===== config.mk =====
export PLATFORM = sky130hd
export DESIGN_NAME = hazard_ctrl
export DESIGN_NICKNAME = d
export VERILOG_FILES = /design/src/rtl/hazard_ctrl_pkg.sv /design/src/rtl/hazard_ctrl_sat_counter.sv /design/src/rtl/hazard_ctrl.sv
export SDC_FILE = /design/constraint.sdc
export NUM_CORES = 1
export LEC_CHECK = 0
export ABC_AREA = 1
export CAP_MARGIN = 20
export CORE_UTILIZATION = 38
export DETAILED_ROUTE_END_ITERATION = 12
export PLACE_DENSITY = 0.64
export SLEW_MARGIN = 10
export SYNTH_ARGS = -nofsm -noshare
export SYNTH_HDL_FRONTEND = slang
export SYNTH_HIERARCHICAL = 1
export SYNTH_SLANG_ARGS = --single-unit

===== constraint.sdc =====
create_clock -name clk -period 6.1 [get_ports clk]
set_clock_uncertainty 0.05 [all_clocks]
set_input_delay 1.22 -clock clk [delete_from_list [all_inputs] [get_ports clk]]
set_output_delay 1.22 -clock clk [all_outputs]
set_load 0.01 [all_outputs]

===== src/rtl/hazard_ctrl_pkg.sv =====
// rtl/hazard_ctrl_pkg.sv - shared types and constants for the pipeline hazard sequencer
package hazard_ctrl_pkg;

  // Sequencer states
  typedef enum logic [1:0] {
    ST_RUN      = 2'd0,
    ST_MDU_WAIT = 2'd1,
    ST_HALT     = 2'd2
  } state_e;

  // Register x0 never creates a dependency
  localparam logic [4:0] REG_X0 = 5'd0;

  // Enable/flush vector for the pipeline registers
  typedef struct packed {
    logic pc_en;
    logic if_id_en;
    logic if_id_flush;
    logic id_ex_en;
    logic id_ex_flush;
    logic ex_mem_en;
    logic ex_mem_flush;
  } ctrl_t;

  // Everything frozen, nothing flushed
  localparam ctrl_t CTRL_IDLE = ctrl_t'(7'b0000000);
  // Normal flow: every register captures
  localparam ctrl_t CTRL_RUN  = ctrl_t'(7'b1101010);
  // Taken redirect: fetch new PC, squash IF/ID and ID/EX
  localparam ctrl_t CTRL_REDIR = ctrl_t'(7'b1111110);
  // Load-use: hold PC and IF/ID, bubble into ID/EX
  localparam ctrl_t CTRL_LU   = ctrl_t'(7'b0001110);
  // MDU busy: hold front end and ID/EX, bubble into EX/MEM
  localparam ctrl_t CTRL_MDU  = ctrl_t'(7'b0000011);

  // True when the load in EX produces a register the ID instruction reads
  function automatic logic load_use_hit(
    input logic       mem_read,
    input logic [4:0] rd,
    input logic [4:0] rs1,
    input logic       rs1_use,
    input logic [4:0] rs2,
    input logic       rs2_use
  );
    return mem_read && (rd != REG_X0) &&
           ((rs1_use && (rs1 == rd)) || (rs2_use && (rs2 == rd)));
  endfunction

endpackage


===== src/rtl/hazard_ctrl_sat_counter.sv =====
// rtl/hazard_ctrl_sat_counter.sv - saturating event counter with synchronous clear
module sat_counter #(
  parameter int W = 32
) (
  input  logic         clk,
  input  logic         rst_n,
  input  logic         inc,
  input  logic         clr,
  output logic [W-1:0] cnt
);

  logic [W-1:0] cnt_q, cnt_d;

  // Clear beats increment; stick at all-ones once reached
  always_comb begin
    cnt_d = cnt_q;
    if (clr) begin
      cnt_d = '0;
    end else if (inc && (cnt_q != {W{1'b1}})) begin
      cnt_d = cnt_q + W'(1);
    end
  end

  // Counter register
  always_ff @(posedge clk or negedge rst_n) begin
    if (!rst_n) begin
      cnt_q <= '0;
    end else begin
      cnt_q <= cnt_d;
    end
  end

  assign cnt = cnt_q;

endmodule


===== src/rtl/hazard_ctrl.sv =====
// rtl/hazard_ctrl.sv - 5-stage pipeline stall/flush sequencer with MDU watchdog
module hazard_ctrl
  import hazard_ctrl_pkg::*;
#(
  parameter int MDU_TIMEOUT = 64,
  parameter int CNT_W       = 32
) (
  input  logic             clk,
  input  logic             rst_n,
  input  logic [4:0]       rs1_id,
  input  logic [4:0]       rs2_id,
  input  logic             rs1_used,
  input  logic             rs2_used,
  input  logic [4:0]       rd_ex,
  input  logic             mem_read_ex,
  input  logic             redirect_ex,
  input  logic             dmem_wait,
  input  logic             mdu_start_ex,
  input  logic             mdu_done,
  input  logic             perf_clr,
  output logic             pc_en,
  output logic             if_id_en,
  output logic             if_id_flush,
  output logic             id_ex_en,
  output logic             id_ex_flush,
  output logic             ex_mem_en,
  output logic             ex_mem_flush,
  output logic             hazard_err,
  output logic [CNT_W-1:0] stall_cnt,
  output logic [CNT_W-1:0] flush_cnt
);

  localparam int WD_W = $clog2(MDU_TIMEOUT) + 1;

  state_e          state_q, state_d;
  logic [WD_W-1:0] wd_q, wd_d;
  logic            err_q, err_d;
  ctrl_t           ctrl;
  logic            load_use;

  assign load_use = load_use_hit(mem_read_ex, rd_ex, rs1_id, rs1_used, rs2_id, rs2_used);

  // Control vector and next-state: dmem_wait freezes everything, then redirect, MDU, load-use
  always_comb begin
    ctrl    = CTRL_IDLE;
    state_d = state_q;
    wd_d    = wd_q;
    err_d   = err_q;
    if (rst_n) begin
      unique case (state_q)
        ST_RUN: begin
          if (dmem_wait) begin
            ctrl = CTRL_IDLE;
          end else if (redirect_ex) begin
            ctrl = CTRL_REDIR;
          end else if (mdu_start_ex && !mdu_done) begin
            ctrl    = CTRL_MDU;
            state_d = ST_MDU_WAIT;
            wd_d    = WD_W'(1);
          end else if (load_use) begin
            ctrl = CTRL_LU;
          end else begin
            ctrl = CTRL_RUN;
          end
        end
        ST_MDU_WAIT: begin
          if (dmem_wait) begin
            ctrl = CTRL_IDLE;
          end else if (mdu_done) begin
            ctrl    = CTRL_RUN;
            state_d = ST_RUN;
            wd_d    = '0;
          end else begin
            ctrl = CTRL_MDU;
            wd_d = wd_q + WD_W'(1);
            if (wd_q == WD_W'(MDU_TIMEOUT - 1)) begin
              state_d = ST_HALT;
              err_d   = 1'b1;
            end
          end
        end
        default: begin
          ctrl = CTRL_IDLE;
        end
      endcase
    end
  end

  // Sequencer state, watchdog and sticky error
  always_ff @(posedge clk or negedge rst_n) begin
    if (!rst_n) begin
      state_q <= ST_RUN;
      wd_q    <= '0;
      err_q   <= 1'b0;
    end else begin
      state_q <= state_d;
      wd_q    <= wd_d;
      err_q   <= err_d;
    end
  end

  assign pc_en        = ctrl.pc_en;
  assign if_id_en     = ctrl.if_id_en;
  assign if_id_flush  = ctrl.if_id_flush;
  assign id_ex_en     = ctrl.id_ex_en;
  assign id_ex_flush  = ctrl.id_ex_flush;
  assign ex_mem_en    = ctrl.ex_mem_en;
  assign ex_mem_flush = ctrl.ex_mem_flush;
  assign hazard_err   = err_q;

  sat_counter #(.W(CNT_W)) u_stall_cnt (
    .clk   (clk),
    .rst_n (rst_n),
    .inc   (rst_n && (state_q != ST_HALT) && !ctrl.pc_en),
    .clr   (perf_clr),
    .cnt   (stall_cnt)
  );

  sat_counter #(.W(CNT_W)) u_flush_cnt (
    .clk   (clk),
    .rst_n (rst_n),
    .inc   (ctrl.id_ex_en && ctrl.id_ex_flush),
    .clr   (perf_clr),
    .cnt   (flush_cnt)
  );

endmodule


# --- After elaboration in Yosys (flattened, before gate mapping) ---
# Cells that the tools add are included.
totals:
  wordCells: 68
  in_bits: 25
  register_bits: 74
  out_inout_bits: 72
classes:
  n_eq_ne: 12
  n_addsub: 3
  bitwise: 2
  n_mux: 25
  reduce_logical: 21
ops:
  columns: ["cell", "count"]
  rows:
  - ["$mux W32", 4]
  - ["$mux W7", 12]
  - ["$add A32 B1 Y32 const B", 2]
  - ["$ne A32 B32 Y1 const B", 2]
  - ["$pmux W7 S2", 2]
  - ["$mux W2", 6]
  - ["$eq A5 B5 Y1", 2]
  - ["$logic_and A1 B1 Y1", 10]
  - ["$ne A2 B2 Y1 const B", 5]
  - ["$add A7 B1 Y7 const B", 1]
  - ["$eq A7 B6 Y1 const B", 1]
  - ["$reduce_and A7 Y1", 1]
  - ["$reduce_and A6 Y1", 1]
  - ["$reduce_bool A2 Y1", 3]
  - ["$reduce_and A5 Y1", 1]
  - ["$reduce_bool A5 Y1", 1]
  - ["$pmux W2 S2", 1]
  - ["$ne A3 B3 Y1 const B", 1]
  - ["$eq A2 B1 Y1 const B", 1]
  - ["$logic_not A1 Y1", 2]
  - ["$logic_not A2 Y1", 1]
  - ["$not A1 Y1", 2]
  - ["$logic_or A1 B1 Y1", 1]

# --- Depth between registers and ports, before layout ---
depth:
  depth_word: 15
  depth_mapped: 14
  mapped_depth_nobuf: 13

# --- Hierarchy ---
# Netlist, hierarchy kept.
by_module_without_submodules:
  columns: ["mod", "cells_per_inst", "area_per_inst_um2", "n_inst", "seq_area_each_um2"]
  rows:
  - ["sat_counter", 345, 2243.4, 2, 800.8]
  - ["hazard_ctrl", 154, 930.9, 1, 250.2]

# --- Worst setup path before layout ---
# OpenSTA, ideal clock, no wires.
synth_timing:
  kind: "input to output"
  startpoint: "input mdu_done"
  endpoint: "output pc_en"
  t_arrival_ps: 2010
  stages: 7
  required_time_ps: 4830
  path_slack_ps: 2820
  path_buffers: 1
  path_cell_list: "inv_2 > nor3_1 > nor2_1 > nor2_2 > nand2_1 > inv_1 > buf_4"
synth_between:
  elab_chain_cells: 7
  elab_cells_between_ends: 9
  classes_between: "mux: 7; reduce/logical: 2"
synth_rtl:
  columns: ["element", "line", "source"]
  rows:
  - ["start, declared", "hazard_ctrl.sv:19", "input logic mdu_done,"]
  - ["$logic_not A1 Y1", "hazard_ctrl.sv:56", "end else if (mdu_start_ex && !mdu_done) begin"]
  - ["$logic_and A1 B1 Y1", "hazard_ctrl.sv:56", null]
  - ["$mux W7", "hazard_ctrl.sv:56", null]
  - ["$mux W7", "hazard_ctrl.sv:54", "end else if (redirect_ex) begin"]
  - ["$mux W7", "hazard_ctrl.sv:52", "if (dmem_wait) begin"]
  - ["$pmux W7 S2 (*)", "hazard_ctrl.sv:50", "unique case (state_q)"]
  - ["$mux W7 (*)", "hazard_ctrl.sv:49", "if (rst_n) begin"]
  - ["end, declared", "hazard_ctrl.sv:21", "output logic pc_en,"]
# Mark *: on every way between the ends. The rest lies on a longest branch, timed or not.

# --- Final worst setup path ---
layout_timing:
  startpoint: "input mdu_done"
  endpoint: "output if_id_en"
layout_between:
  elab_chain_cells: 7
  elab_cells_between_ends: 9
  classes_between: "mux: 7; reduce/logical: 2"
layout_rtl:
  columns: ["element", "line", "source"]
  rows:
  - ["$logic_not A1 Y1", "hazard_ctrl.sv:56", null]
  - ["$logic_and A1 B1 Y1", "hazard_ctrl.sv:56", null]
  - ["$mux W7", "hazard_ctrl.sv:56", null]
  - ["$mux W7", "hazard_ctrl.sv:54", null]
  - ["$mux W7", "hazard_ctrl.sv:52", null]
  - ["$pmux W7 S2 (*)", "hazard_ctrl.sv:50", null]
  - ["$mux W7 (*)", "hazard_ctrl.sv:49", null]
  - ["end, declared", "hazard_ctrl.sv:22", "output logic if_id_en,"]
# Marked as above.

==> metrics.md <==
| Metric | Value |
|---|---|
| Crit path max fanout | 3 |
| Layout fillers | 1,455 |
| N_diodes | 0 |
| Drt drc | 0 |
| Slew HR | 40.89% |
| GPL Wtd Cong | 0.8808 |
| GR Util met3 | 3.665% |
| Post-DP HPWL | 10.50 mm |
| Cell area after synthesis | 5418 µm² |
| IO Count | 97 |
| Main synth FF type | dfrtp_1 |
| Vias in the first global route | 4,877 |
| TritonCTS Sinks | 74 |
| Hold Buf Count CTS | 0 |
| Share of layout cells above drive strength 1 | 7.431% |
| Overall power | 1.119 mW |
| Root Driver | clkbuf_16 |
| Sw Pwr | 0.2617 mW |
| Maximum clock path buffer count | 2 |
| Yosys warning total | 6 |
| Pre-CTS setup slack | 1730 ps |
| Sw frac | 23.39% |
| Via count | 5,489 |
| Post-CTS Repair Setup Buffers | 0 |
| Final Hold Viols | 0 |
| Required time of the critical path | 4830 ps |
| Syn Area/Cell | 6.419 µm² |
| Chip width | 121.4 µm |
| First-pass GRT wire length | 24.32 mm |
| Site row count | 43 |
| HP Class | reg2reg |
| Synth cell types | 37 |
| Grt met1 use | 29.96% |
| ANT nets after route | 0 |
| Crit path top cell by count | clkdlybuf4s50_1 |
| Hold slack | 439.6 ps |
| Post-CTS sizing | 0 |
| P_leak | 3.072 nW |
| Utilization after layout | 48.91% |
| Final period util | 71.87% |
| Synth Instances | 844 |
| WL final | 14.57 mm |
| Congestion Overflow GR | 0 |
| Peak VDD IR | 0.1102 mV |
| Most common cell in the netlist | nand2_1 |
| Seq cells post-synth | 74 |
| Worst path cell trace | clkdlybuf4s50_1, inv_2, nor3_1, nor2_1, nor2_2, nand2_1, inv_1, clkdlybuf4s50_1 |
| Busiest grt layer | met2 |
| Clock buffer count from CTS | 9 |
| Initial antenna violation count | 0 |
| Combinational share of power | 6.6% |
| H-tree depth | 3 |
| Clk network pwr share | 49.1% |
| Leading area contributor after synthesis | dfrtp_1 |
| GRT met2 Usage | 32.21% |
| PwrDens | 164.8 nW/µm² |
| Initial Util | 39.03% |
| Min cycle time layout | 4384 ps |
| Synth area leaders | dfrtp_1, nand2_1, nor2_1, nand3_1, inv_1 |
| Slew Limit Fails | 0 |
| Net count after synthesis | 872 |
| Avg WL per Cell | 12.98 µm |
| Nets | 965 |
| CP Launch Type | input port |
| Final setup viols | 0 |
| Worst-skew pair later-pin latency | 340 ps |
| Total core area | 13,880 µm² |
| Post-synthesis sequential area ratio | 34.18% |
| WP data arrival | 3110 ps |
| EDFF count, synth | 0 |
| Slew @ Worst Pin | 885.7 ps |
| Die area | 14,740 µm² |
| Slowest stage delay, CP | 580 ps |
| Setup CP Type | in2out |
| Clock-pin slew on the worst setup and hold paths | 60 ps |
| Post-synth top cells | nand2_1, nor2_1, inv_1, nand3_1, dfrtp_1 |
| Global router's overall resource usage | 20.96% |
| Crit-path slowest cell | clkdlybuf4s50_1 |
| Die height | 121.4 µm |
| Area growth from synthesis to final layout | 25.31% |
| Crit path max-delay family | buffers and inverters |
| Async SR Flop Fraction | 100.0% |
| CTS tree | yes |
| Int Pwr | 0.8572 mW |
| CP bufs+invs | 4 |
| PortBufs | 96 |
| DR pass1 iterations | 5 |
| Largest net degree at the start of global routing | 41 |
| # Max-Cap Violations | 0 |
| Fmax | 0.2281 GHz |
| 1st-iter DRT viols | 416 |
| Flop pwr share | 44.3% |
| Final setup TNS | 0 ps |
| Setup crit end kind | primary output |
| Yosys top cell area share | 34.18% |
| Final worst slack | 1716 ps |
| Run status | finished, final reports clean |
| Vias per cell | 4.892 |
| RSZ-0062 raised after global routing | false |
==> metal layers <==
metal  vias to the layer above  part of all wire, %
li1                       2843                    -
met1                      2520                   50
met2                       115                   45
met3                        11                  4.6
met4                         0                  1.0
met5                         -                    0
==> power by group through the flow <==
| stage | Sequential (mW) | Clock, mW | Combinational [mW] |
|---|---|---|---|
| detailed placement | 0.504 | 0 | 0.0752 |
| global route | 0.495 | 0.583 | 0.0842 |
| global placement | 0.504 | 0 | 0.0746 |
| floorplan | 0.504 | 0 | 0.0390 |
| finish | 0.495 | 0.550 | 0.0741 |
| CTS | 0.495 | 0.566 | 0.0754 |
==> cells in the final DEF (no fill, tap or decap), types with 3 or more instances in the layout <==
| cell type | netlist | routed |
|---|---|---|
| inv_2 | 6 | 6 |
| nand4_1 | 20 | 20 |
| nor2_4 | 5 | 5 |
| a21oi_1 | 13 | 13 |
| clkdlybuf4s50_1 | 0 | 95 |
| nand2_2 | 9 | 9 |
| nand2_4 | 6 | 6 |
| nor2_1 | 123 | 123 |
| o21ai_1 | 20 | 20 |
| xnor2_1 | 8 | 8 |
| inv_1 | 86 | 86 |
| clkbuf_1 | 4 | 3 |
| dfrtp_1 | 74 | 74 |
| xor2_1 | 10 | 10 |
| clkbuf_16 | 0 | 9 |
| o21ai_0 | 16 | 16 |
| nand2_1 | 315 | 315 |
| or2_2 | 3 | 3 |
| ha_1 | 3 | 3 |
| nor3_1 | 3 | 3 |
| nand3_1 | 77 | 77 |
| nor2_2 | 11 | 11 |
| buf_4 | 1 | 5 |
==> kinds of logic (layout without fill, tap and decap cells) <==
kind of cell	Yosys count	count (layout)	share of synthesized area, %
AO/OA/AOI/OAI	57	57	5.728
XOR/XNOR	18	18	2.910
adder cells (fa/ha/maj)	3	3	0.6929
buffers and inverters	111	209	9.099
flip-flops	74	74	34.18
AND/OR/NAND/NOR	581	581	47.39
==> sequential cells by signal, summed over array words and instances, names as in the netlist <==
signal / flops
hazard_err: 1
state_q: 2
u_flush_cnt/cnt: 32
u_stall_cnt/cnt: 32
wd_q: 7
==> area by class of cell <==
type / instances / area [µm²] / share of cell area (%)
Clock buffer: 14 / 264.0 / 3.889
Sequential cell: 74 / 1852 / 27.28
Multi-Input combinational cell: 659 / 3073 / 45.26
Tap cell: 180 / 225.2 / 3.317
Inverter: 93 / 351.6 / 5.179
Timing Repair Buffer: 100 / 988.4 / 14.56
Clock inverter: 2 / 35.03 / 0.5160
==> worst paths after layout <==
path,start,endpoint,slack (ps),depth (start not counted)
hold / removal,hazard_err,hazard_err,440,1
min in group asynchronous,rst_n,wd_q[2],810,1
setup reg to reg,state_q[1],u_stall_cnt/cnt[28],3390,11
hold reg to reg,hazard_err,hazard_err,440,1
setup / recovery,mdu_done,if_id_en,1720,8
max in group asynchronous,rst_n,u_stall_cnt/cnt[1],4270,2
==> through the flow <==
stage | std cells | area (µm²)
after CTS | 1122 | 6789
final | 1122 | 6789
after global routing | 1122 | 6789
after detailed placement | 1106 | 6490
after global placement | 1105 | 6482
after floorplan | 844 | 5418
No activity file was read; power rests on OpenSTA's default activity.
==> edit 1 (same settings) <==
Reset style: synchronous (`rst_n`), changed in 2 clocked blocks.
--- a/src/rtl/hazard_ctrl_sat_counter.sv
+++ b/src/rtl/hazard_ctrl_sat_counter.sv
@@ -22,7 +22,7 @@
   end
 
   // Counter register
-  always_ff @(posedge clk or negedge rst_n) begin
+  always_ff @(posedge clk) begin
     if (!rst_n) begin
       cnt_q <= '0;
     end else begin
--- a/src/rtl/hazard_ctrl.sv
+++ b/src/rtl/hazard_ctrl.sv
@@ -87,7 +87,7 @@
   end
 
   // Sequencer state, watchdog and sticky error
-  always_ff @(posedge clk or negedge rst_n) begin
+  always_ff @(posedge clk) begin
     if (!rst_n) begin
       state_q <= ST_RUN;
       wd_q    <= '0;
Behaviour: differs if rst_n is asserted again (counterexample within 4 cycles, from zero or initial values and one cycle with rst_n low); with rst_n held inactive, the same outputs for 10 cycles.
==> edit 1 against the original RTL <==
- total power grew 6.8%
- largest power group unchanged
- worst hold slack lost 40 ps
- count of clock-buffer cells in the layout shrank 2
- wire length shrank 12%
- setup slack lost 22 ps
- highest routed layer unchanged
- die area shrank 7.9%
- global-route usage shrank 0.86 points
- area after synthesis shrank 8.0%
- cell area shrank 5.5%
- sequential cell count is the same
- critical path depth shrank 2
- combinational power grew 2%
==> edit 1: results (changes against the original RTL) <==
status - completed (unchanged)
Die X - 116.5 microns (was 121.4 microns)
RR Endpoint - u_stall_cnt/cnt[25]$_SDFFE_PP0P_ (was u_stall_cnt/cnt[28]$_DFFE_PN0P_)
RR Startpoint - state_q[0]$_SDFFE_PN0P_ (was state_q[1]$_DFFE_PN0P_)
R2R cell count - 15 (was 11)
Worst VDD drop - 0.0001457 V (was 0.0001102 V)
layout cells sized above 1 - 0.1022 (was 0.07431)
Synth area leaders - dfxtp_1 (30%), nand2_1 (17%), nor2_1 (12%) (was dfrtp_1 (34%), nand2_1 (22%), nor2_1 (8.5%))
Post-Place Setup Slack - 1676 ps (was 1730 ps)
CP max FO - 10 (was 3)
Seq/Total Area, Yosys - 0.2972 (was 0.3418)
# nets final - 933 (was 965)
clock buffer count - 12 (was 14)
most frequent cells after synthesis - nand2_1 (221), nor2_1 (159), inv_1 (92) (was nand2_1 (315), nor2_1 (123), inv_1 (86))
max incr delay on CP - 670 ps (was 580 ps)
Clock Network Area Fraction - 0.05522 (was 0.04405)
Cells after DPL - 1066 (was 1106)
estimated wirelength of the detail-placed design - 9.716 mm (was 10.50 mm)
switch share - 0.2119 (was 0.2339)
routed len/inst - 11.89 microns (was 12.98 microns)
measured slew at the worst slew-check pin - 362.8 ps (was 885.7 ps)
Mapped Nets - 839 (was 872)
top_reg_cell synth - dfxtp_1 (was dfrtp_1)
final core utilization - 0.5040 (was 0.4891)
leakage - 2.431 nW (was 3.072 nW)
initial DRC count - 393 (was 416)
CP Launch Point - rst_n (was mdu_done)
Placer Congestion - 0.9400 (was 0.8808)
Filler cells - 1357 (was 1455)
Seq cells - 74 (unchanged)
multi-input logic area - 2984 sq um (was 3073 sq um)
non-clock inverter count in the final layout - 103 (was 93)
worst reg2reg setup slack - 3620 ps (was 3390 ps)
sequential portion of the cell area - 0.2310 (was 0.2728)
first-pass GRT wire length - 21.43 mm (was 24.32 mm)
==> edit 1: cell types whose count changed after synthesis, moves of 9 or more <==
cell     change
nand2_1     -94
dfrtp_1     -74
dfxtp_1     +74
a21oi_1     +48
nor2_1      +36
o21ai_1     -19
nand3_1     -16
nor3_1      +14
o21ai_0     -12
nor2_4       +9
==> edit 1: logic make-up (layout without fill, tap and decap cells) <==
family,Yosys count,after routing,share of synthesized area
AOI/OAI and AO/OA,70,70,0.07354
xor gates and xnor gates,5,5,0.008785
adders and majority gates,3,3,0.007531
buffers and inverters,120,219,0.1052
DFF,74,74,0.2972
and+or+nand+nor,539,539,0.5078
==> edit 1: routing by layer <==
layer / global-route usage / part of all wire / up-vias
li1: - / - / 2727
met5: 0 / 0 / -
met1: 0.2571 / 0.48 / 2210
met3: 0.04670 / 0.049 / 12
met2: 0.3365 / 0.45 / 114
met4: 0.05823 / 0.012 / 0
==> edit 1: how the worst min path moves through the flow <==
stage	slack, ps	endpoint	from
after floorplan	370	wd_q[4]$_SDFFE_PN0P_	wd_q[4]$_SDFFE_PN0P_
after global placement	380	wd_q[4]$_SDFFE_PN0P_	wd_q[4]$_SDFFE_PN0P_
after detailed placement	390	hazard_err$_SDFFE_PN0P_	hazard_err$_SDFFE_PN0P_
after CTS	400	hazard_err$_SDFFE_PN0P_	hazard_err$_SDFFE_PN0P_
after global routing	430	wd_q[4]$_SDFFE_PN0P_	wd_q[4]$_SDFFE_PN0P_
final	400	hazard_err$_SDFFE_PN0P_	hazard_err$_SDFFE_PN0P_
==> edit 1: power by group through the flow <==
stage,combinational [mW],clock (mW),sequential [mW]
after floorplan,0.0421,0,0.498
after global placement,0.0759,0,0.498
after detailed placement,0.0763,0,0.498
after CTS,0.0764,0.651,0.487
after global routing,0.0847,0.674,0.487
final,0.0755,0.632,0.487
==> edit 2 (same settings) <==
Without the edit above. Set the package constant `REG_X0` to 5'd1 (it was 5'd0).
--- a/src/rtl/hazard_ctrl_pkg.sv
+++ b/src/rtl/hazard_ctrl_pkg.sv
@@ -9,7 +9,7 @@
   } state_e;
 
   // Register x0 never creates a dependency
-  localparam logic [4:0] REG_X0 = 5'd0;
+  localparam logic [4:0] REG_X0 = 5'd1;
 
   // Enable/flush vector for the pipeline registers
   typedef struct packed {
Formal check against the unedited RTL: not equivalent (Yosys sat finds a counterexample within 4 cycles, from zero or initial values and one cycle with rst_n low).
==> edit 2 against the original RTL <==
- setup slack improved by 150 ps
- area after synthesis rose by 0.46%
- sequential cell count did not move
- non-clock buffer count rose by 2
- cell area rose by 0.87%
- clock power rose by 1%
- global-route usage rose by 0.72 points
- total power rose by 0.56%
- wire length rose by 2.6%
==> edit 2: results (changes against the original RTL) <==
CP max FO - 4 (was 3)
Synth area leaders - dfrtp_1 (34%), nand2_1 (22%), nor2_1 (8.5%) (unchanged)
input/output buffers - 96 (unchanged)
Hold WC Path Type - reg2reg (unchanged)
Worst VDD drop - 0.0001251 V (was 0.0001102 V)
pin count of the biggest net entering global routing - 56 (was 41)
layout cells sized above 1 - 0.08254 (was 0.07431)
max incr delay on CP - 550 ps (was 580 ps)
P_int - 0.8560 mW (was 0.8572 mW)
worst rel slew slack - 0.5062 (was 0.4089)
Seq/Total Area, Yosys - 0.3402 (was 0.3418)
initial antenna violation count - 0 (unchanged)
first-pass GRT wire length - 24.96 mm (was 24.32 mm)
Clk power - 0.557 mW (was 0.550 mW)
Post-Place Setup Slack - 1861 ps (was 1730 ps)
dpl cell area - 6541 sq um (was 6490 sq um)
# nets final - 968 (was 965)
Async SR Flop Fraction - 1.000 (unchanged)
vias in the first global route - 5108 (was 4877)
Total GRT Usage - 0.2168 (was 0.2096)
leakage - 3.082 nW (was 3.072 nW)
estimated wirelength of the detail-placed design - 10.84 mm (was 10.50 mm)
Clock Power Share - 0.495 (was 0.491)
routed len/inst - 13.29 microns (was 12.98 microns)
CP Launch Point - rd_ex[4] (was mdu_done)
Cells after DPL - 1109 (was 1106)
Placer Congestion - 0.9115 (was 0.8808)
most frequent cells after synthesis - nand2_1 (312), nor2_1 (123), inv_1 (84) (was nand2_1 (315), nor2_1 (123), inv_1 (86))
Synth cell types - 35 (was 37)
initial DRC count - 430 (was 416)
status - completed (unchanged)
WP data arrival - 2960 ps (was 3110 ps)
[edit 2: cell types whose count changed after synthesis, sizes merged, moves of 2 or more]
cell   delta
nand3     +2
a21oi     +2
nand4     -2
o21ai     -2
nor2      +2
[edit 2: kinds of logic (layout without fill, tap and decap cells)]
kind of cell	count (synthesis)	in the layout	share of synthesized area
AOI/OAI and AO/OA	56	56	0.05471
buffers and inverters	111	212	0.08920
and+or+nand+nor	581	581	0.4784
DFF	74	74	0.3402
xor gates and xnor gates	19	19	0.03057
adders and majority gates	3	3	0.006897
[edit 2: worst paths after layout]
check                      slack, ps                               to  depth (start not counted)
setup reg to reg                3730  u_stall_cnt/cnt[30]$_DFFE_PN0P_                         11
min in group asynchronous        730  u_stall_cnt/cnt[14]$_DFFE_PN0P_                          1
hold / removal                   450           hazard_err$_DFFE_PN0P_                          2
setup / recovery                1870                      id_ex_flush                         10
max in group asynchronous       4220   u_stall_cnt/cnt[0]$_DFFE_PN0P_                          2
hold reg to reg                  450           hazard_err$_DFFE_PN0P_                          2
[edit 2: metal layers]
metal	wire [microns]	vias up	global-route usage
met1	6773	2529	0.2817
li1	-	2850	-
met5	0	-	0
met4	227	0	0.07485
met2	7166	154	0.3643
met3	781	14	0.03418
[edit 2: cell type report]
cell class	instances	area (sq um)
clock buffers	12	256.5
clock inverters	4	50.05
fillers	1400	7087
inverters	94	355.3
multi-input cells	659	3105
flip-flops and latches	74	1852
well taps	180	225.2
repair buffers	102	1003
[edit 2: worst reg2reg max path, delay by kind of cell (launching register included)]
family / cells / cell delay (ps)
flops: 1 / 380
simple gates: 5 / 440
buf+inv: 3 / 450
compound gates: 3 / 1010
